`src/rtl/uart_tx_fifo.sv`:
```
// Buffered 8N1 UART transmitter: AXI-stream byte input, small FIFO,
// serializer with a 16-bit prescaler (bit period = 8*max(prescale,1)).
// Ports:
//   clk_in, rst (async, active-high)
//   prescale            bit period select, sampled when a byte is popped
//   input_axis_tdata/tvalid/tready   byte input handshake
//   txd                 serial output, idle high
//   busy                frame in progress
//   fifo_count          bytes queued, not counting the one being shifted
module uart_tx_fifo #(
   parameter int FIFO_DEPTH = 4,
   parameter int CW         = $clog2(FIFO_DEPTH + 1)
) (
   input  logic          clk_in,
   input  logic          rst,
   input  logic [15:0]   prescale,
   input  logic [7:0]    input_axis_tdata,
   input  logic          input_axis_tvalid,
   output logic          input_axis_tready,
   output logic          txd,
   output logic          busy,
   output logic [CW-1:0] fifo_count
);

   localparam int          AW   = $clog2(FIFO_DEPTH);
   localparam logic [CW-1:0] FULL = CW'(FIFO_DEPTH);

   typedef enum logic [1:0] {
      IDLE,
      START,
      DATA,
      STOP
   } state_t;

   state_t        state;
   logic [7:0]    mem [FIFO_DEPTH];
   logic [AW-1:0] wr_ptr;
   logic [AW-1:0] rd_ptr;
   logic [7:0]    shreg;
   logic [2:0]    bit_idx;
   logic [18:0]   bit_cnt;
   logic [18:0]   period;
   logic [18:0]   period_new;
   logic [15:0]   ps_eff;
   logic          push;
   logic          pop;
   logic          expire;
   logic [CW-1:0] count_nxt;

   assign ps_eff     = (prescale == 16'd0) ? 16'd1 : prescale;
   assign period_new = {ps_eff, 3'b000};
   assign expire     = (bit_cnt == 19'd0);
   assign push       = input_axis_tvalid & input_axis_tready;

   // A new frame starts from IDLE, or straight out of an expiring
   // stop bit so back-to-back frames have no idle gap.
   assign pop = (fifo_count != '0) &&
                ((state == IDLE) || ((state == STOP) && expire));

   always_comb begin
      count_nxt = fifo_count;
      if (push && !pop)
         count_nxt = fifo_count + 1'b1;
      else if (pop && !push)
         count_nxt = fifo_count - 1'b1;
   end

   // Storage carries no reset; validity is tracked by the pointers.
   always_ff @(posedge clk_in) begin
      if (push)
         mem[wr_ptr] <= input_axis_tdata;
   end

   always_ff @(posedge clk_in or posedge rst) begin
      if (rst) begin
         state             <= IDLE;
         txd               <= 1'b1;
         busy              <= 1'b0;
         shreg             <= 8'd0;
         bit_idx           <= 3'd0;
         bit_cnt           <= 19'd0;
         period            <= 19'd0;
         wr_ptr            <= '0;
         rd_ptr            <= '0;
         fifo_count        <= '0;
         input_axis_tready <= 1'b1;
      end else begin
         if (push)
            wr_ptr <= wr_ptr + 1'b1;
         if (pop)
            rd_ptr <= rd_ptr + 1'b1;
         fifo_count        <= count_nxt;
         input_axis_tready <= (count_nxt != FULL);

         if (pop) begin
            shreg   <= mem[rd_ptr];
            period  <= period_new;
            bit_cnt <= period_new - 19'd1;
            txd     <= 1'b0;
            busy    <= 1'b1;
            state   <= START;
         end else begin
            unique case (state)
               IDLE: begin
                  txd  <= 1'b1;
                  busy <= 1'b0;
               end
               START: begin
                  if (expire) begin
                     state   <= DATA;
                     bit_idx <= 3'd0;
                     txd     <= shreg[0];
                     bit_cnt <= period - 19'd1;
                  end else begin
                     bit_cnt <= bit_cnt - 19'd1;
                  end
               end
               DATA: begin
                  if (expire) begin
                     bit_cnt <= period - 19'd1;
                     if (bit_idx == 3'd7) begin
                        state <= STOP;
                        txd   <= 1'b1;
                     end else begin
                        bit_idx <= bit_idx + 3'd1;
                        txd     <= shreg[1];
                        shreg   <= shreg >> 1;
                     end
                  end else begin
                     bit_cnt <= bit_cnt - 19'd1;
                  end
               end
               STOP: begin
                  if (expire) begin
                     state <= IDLE;
                     busy  <= 1'b0;
                     txd   <= 1'b1;
                  end else begin
                     bit_cnt <= bit_cnt - 19'd1;
                  end
               end
               default: begin
                  state <= IDLE;
                  txd   <= 1'b1;
                  busy  <= 1'b0;
               end
            endcase
         end
      end
   end

endmodule
```
`config.mk`:
```
export PLATFORM = sky130hd
export DESIGN_NAME = uart_tx_fifo
export DESIGN_NICKNAME = d
export VERILOG_FILES = /design/src/rtl/uart_tx_fifo.sv
export SDC_FILE = /design/constraint.sdc
export NUM_CORES = 1
export LEC_CHECK = 0
export ABC_AREA = 1
export BUFFER_PORTS_ARGS = -buffer_cell sky130_fd_sc_hd__buf_4
export CORE_AREA = 4 4 114 127
export CTS_BUF_LIST = sky130_fd_sc_hd__clkbuf_4 sky130_fd_sc_hd__clkbuf_8 sky130_fd_sc_hd__clkbuf_16
export DETAILED_ROUTE_END_ITERATION = 7
export DIE_AREA = 0 0 118 131
export GPL_TIMING_DRIVEN = 0
export PLACE_DENSITY_LB_ADDON = 0.25
export SLEW_MARGIN = 20
export SYNTH_ARGS = -nofsm -noshare
export SYNTH_HDL_FRONTEND = slang
export SYNTH_SLANG_ARGS = --single-unit
export TNS_END_PERCENT = 50
```
`constraint.sdc`:
```
create_clock -name clk_in -period 3.8 [get_ports clk_in]
set_input_delay 0.57 -clock clk_in [delete_from_list [all_inputs] [get_ports clk_in]]
set_output_delay 0.57 -clock clk_in [all_outputs]
set_load 0.01 [all_outputs]
```
==> impl_results.md <==
- Run status: finished, final reports clean
- Count of pins on the block boundary: 33
- Biggest fanout along the worst timing path: 5
- Fraction of layout instances using a drive strength above 1: between 10% and 20%
- Number of pins with negative max-slew slack in the final report: 0
- Post-route ant nets: 0
- Global Route met2 Usage: around a third
- Die width: ~120 um
- Total number of vias: 4591
- Number of endpoints with negative hold slack in the final report: 0
- Crit Path Class: primary input to flop
- Share of async-settable or async-resettable flops after synthesis: roughly 64%
- Element type at the critical path start: primary input
- Ordered list of cells on the worst path: buf_4, inv_1, nand2_1, nor2_1, nand3_1, nand2_1, inv_1, ha_1, nand3_1, nor3_1, nand2_1, xor2_1, nand2_1, nand2_1, nand2_1, o21ai_0
- Highest clock frequency the design can meet: between 400 and 500 MHz
- Die height: around 130 um
- Number of buffers inserted by post-CTS setup repair: 0
- Number of gates resized after CTS: 0
- Diode count: 0
- Average via count per standard cell: about 5.2
- Clock transition time at the flip-flop clock pins of the worst setup and hold paths: ~0.070 ns
- Fill cell count: approximately 1300
- TritonCTS clock tree: yes
- Tightest hold margin: between 0.09 and 0.1 ns
- Count of H-tree levels built during CTS: 3
- Arrival time at the worst endpoint: roughly 2.7 ns
- Power density over the cells: between 800 and 900 nW/um^2
- Number of nets in the synthesized netlist: between 700 and 800
- Period utilization: approximately two thirds
- Tightest slew margin relative to the limit: approximately 50%
- Gr busiest metal: met2
- Class of the tightest hold or removal check: primary input to asynchronous set/reset pin
- Minimum clock period: 2.458 ns
- Area of the placeable core: between 10000 and 15000 sq um
- Leading register cell type out of synthesis: dfrtp_1
- First-pass GRT wire length: approximately 22 mm
- GR Util met3: under 10%
- Portion of total power attributed to combinational logic: 48.6%
- Largest net degree at the start of global routing: 55
- Unique masters post-synth: 37
- Synth area leaders: dfrtp_1, edfxtp_1, nand2_1, nor2_1, o21ai_0
- Root Buffer: clkbuf_16
- Final-stage net count: 759
- Share of the synthesized area in the top cell type: between 20% and 30%
- Maxcap violations: 0
- Cell repeated most along the worst path: nand2_1
- Share of the core filled with cells in the final layout: approximately 46%
- Worst clock skew: around 0.006 ns
- Leading cell type in the layout, fill and taps excluded: nand2_1
- Total wire length after detailed routing: about 13 mm
- Starting utilization of the core area: about two fifths
- Area taken by multi-input logic gates: 2446 sq um
- Cell count after synthesis: 672
- Syn Area/Cell: 7.779 sq um
- Clock sink count: 90
- Final HPWL from detailed placement: between 9 and 10 mm
- Number of antenna violations at the first check in global routing: 0
- Die Footprint: roughly 15000 sq um
- Flop pwr share: 33.7%
- Sequential cell area: approximately 2400 sq um
- Met1 demand-to-capacity share in global routing: between 20% and 30%
- Total of endpoints with negative setup slack in the final report: 0
- Post-synthesis cell type with the largest combined area: dfrtp_1
- Clock network fraction of design power: between 10% and 20%
- Family with the most delay on the worst path: simple AND/OR/NAND/NOR gates
- Peak VDD IR: between 400 and 500 uV
- Gr ovfl total: 0
- Number of warnings issued by yosys: 0
- Iteration-0 DRC Markers: 280
- Synth-to-Final Area Change: 14.60%
- Summed negative setup slack over all endpoints: 0 ns
- Unrepaired setup endpoints after global routing: no
- Global Route Usage Sum: approximately 18%
- Placer's final routability congestion estimate: between 0.8 and 0.9
- Largest incremental delay on the critical path: about 0.36 ns
- Synth Register Bits: 90
- Most frequent cells in the layout: nand2_1, nor2_1, inv_1, o21ai_0, nand3_1
- Number of buffers created by CTS: 9
- 1st-pass router iterations: 5
- Clock buffer depth: 2
- Via count of the first global-routing pass: 4710
- Cell internal pwr: roughly 2700 uW
- Post-layout total power: about 5000 uW
- Combined area of all synthesized cells: between 5000 and 6000 sq um
- Endpoint type of the worst setup path: flop
- Leakage component of the power: between 0.002 and 0.003 uW
- Slew of the pin with the lowest slew margin: 0.7587 ns
- Sequential-to-total area share from yosys stat: a little under half
- Switching power summed over all nets: about 2300 uW
- Buffer and inverter count on the worst path: 3
- Row Count: 44
- Count of flip-flops with a built-in enable after synthesis: 32
- Required time at the endpoint of the critical path: 4.07 ns
- Switching fraction of total power: between 40% and 50%
- Skew-Pair Late Insertion Delay: about 0.35 ns
- CTS hold repair buffers: 0
- Number of port buffers: 32
- Slowest library cell on the worst path: nor3_1
- Total DRC errors in the routed layout: 0
- Routed WL per cell: around 15 um
-- routing by layer --
layer | wire length (um) | vias to the layer above
li1 | - | 2271
met1 | 5704 | 2170
met2 | 6535 | 122
met3 | 530 | 28
met4 | 386 | 0
met5 | 0 | -
-- kinds of logic after synthesis --
kind of cell / after synthesis / share of synthesized area (%)
AO/OA/AOI/OAI: 91 / 9.287
buffers and inverters: 86 / 7.013
XOR/XNOR: 27 / 4.524
AND/OR/NAND/NOR: 362 / 29.15
adder cells (fa/ha/maj): 16 / 3.830
flip-flops: 90 / 46.19
-- through the flow --
step                      setup slack, ns  instance area [sq um]  std cells
after floorplan                     1.576                   5228        672
after global placement             0.9625                   5669        865
after detailed placement            1.021                   5699        866
after CTS                           1.370                   5991        882
after global routing                1.204                   5991        882
final                               1.342                   5991        882
-- final cells by class --
| type | count | area share, % |
|---|---|---|
| timing repair buffer | 33 | 4.470 |
| multi-input combinational | 496 | 40.83 |
| clock buffer | 9 | 3.759 |
| clock inverter | 7 | 1.107 |
| buffer | 16 | 1.734 |
| inverter | 70 | 4.428 |
| sequential | 90 | 40.31 |
| tap | 161 | 3.363 |
-- synth_stat cells (6+ instances only) --
library cell / count
edfxtp_1: 32
nand3_1: 57
dfrtp_1: 56
xnor2_1: 6
nor2_1: 90
o21ai_1: 10
inv_1: 66
o21ai_0: 61
ha_1: 16
xor2_1: 21
o22ai_1: 7
nand4_1: 6
nand2_1: 184
-- power by group through the flow --
| stage | logic [uW] | registers, uW | clock network, uW |
|---|---|---|---|
| 6_report | 2440 | 1690 | 889 |
| 5_1_grt | 2820 | 1750 | 949 |
| 4_1_cts | 2450 | 1690 | 900 |
| 3_5_place_dp | 2440 | 1710 | 0 |
| 3_3_place_gp | 2370 | 1700 | 0 |
| 2_1_floorplan | 1800 | 1640 | 0 |
-- final timing paths --
kind,start,endpoint,slack (ns),cells after the start
setup / recovery,prescale[0],bit_cnt[13],1.34,16
hold / removal,rst,fifo_count[2],0.09,2
setup reg to reg,bit_cnt[0],shreg[0],1.46,11
hold reg to reg,bit_idx[2],bit_idx[2],0.50,2
max in group asynchronous,rst,txd,3.19,3
min in group clk_in,input_axis_tdata[2],mem[2][2],0.42,1
-- flip-flops by register name, summed over array words and instances (netlist names) --
| register | count |
|---|---|
| mem | 32 |
| fifo_count | 3 |
| wr_ptr | 2 |
| bit_cnt | 19 |
| input_axis_tready | 1 |
| period | 16 |
| bit_idx | 3 |
| rd_ptr | 2 |
| busy | 1 |
| state | 2 |
| shreg | 8 |
| txd | 1 |
(Power assumes the default switching activity.)
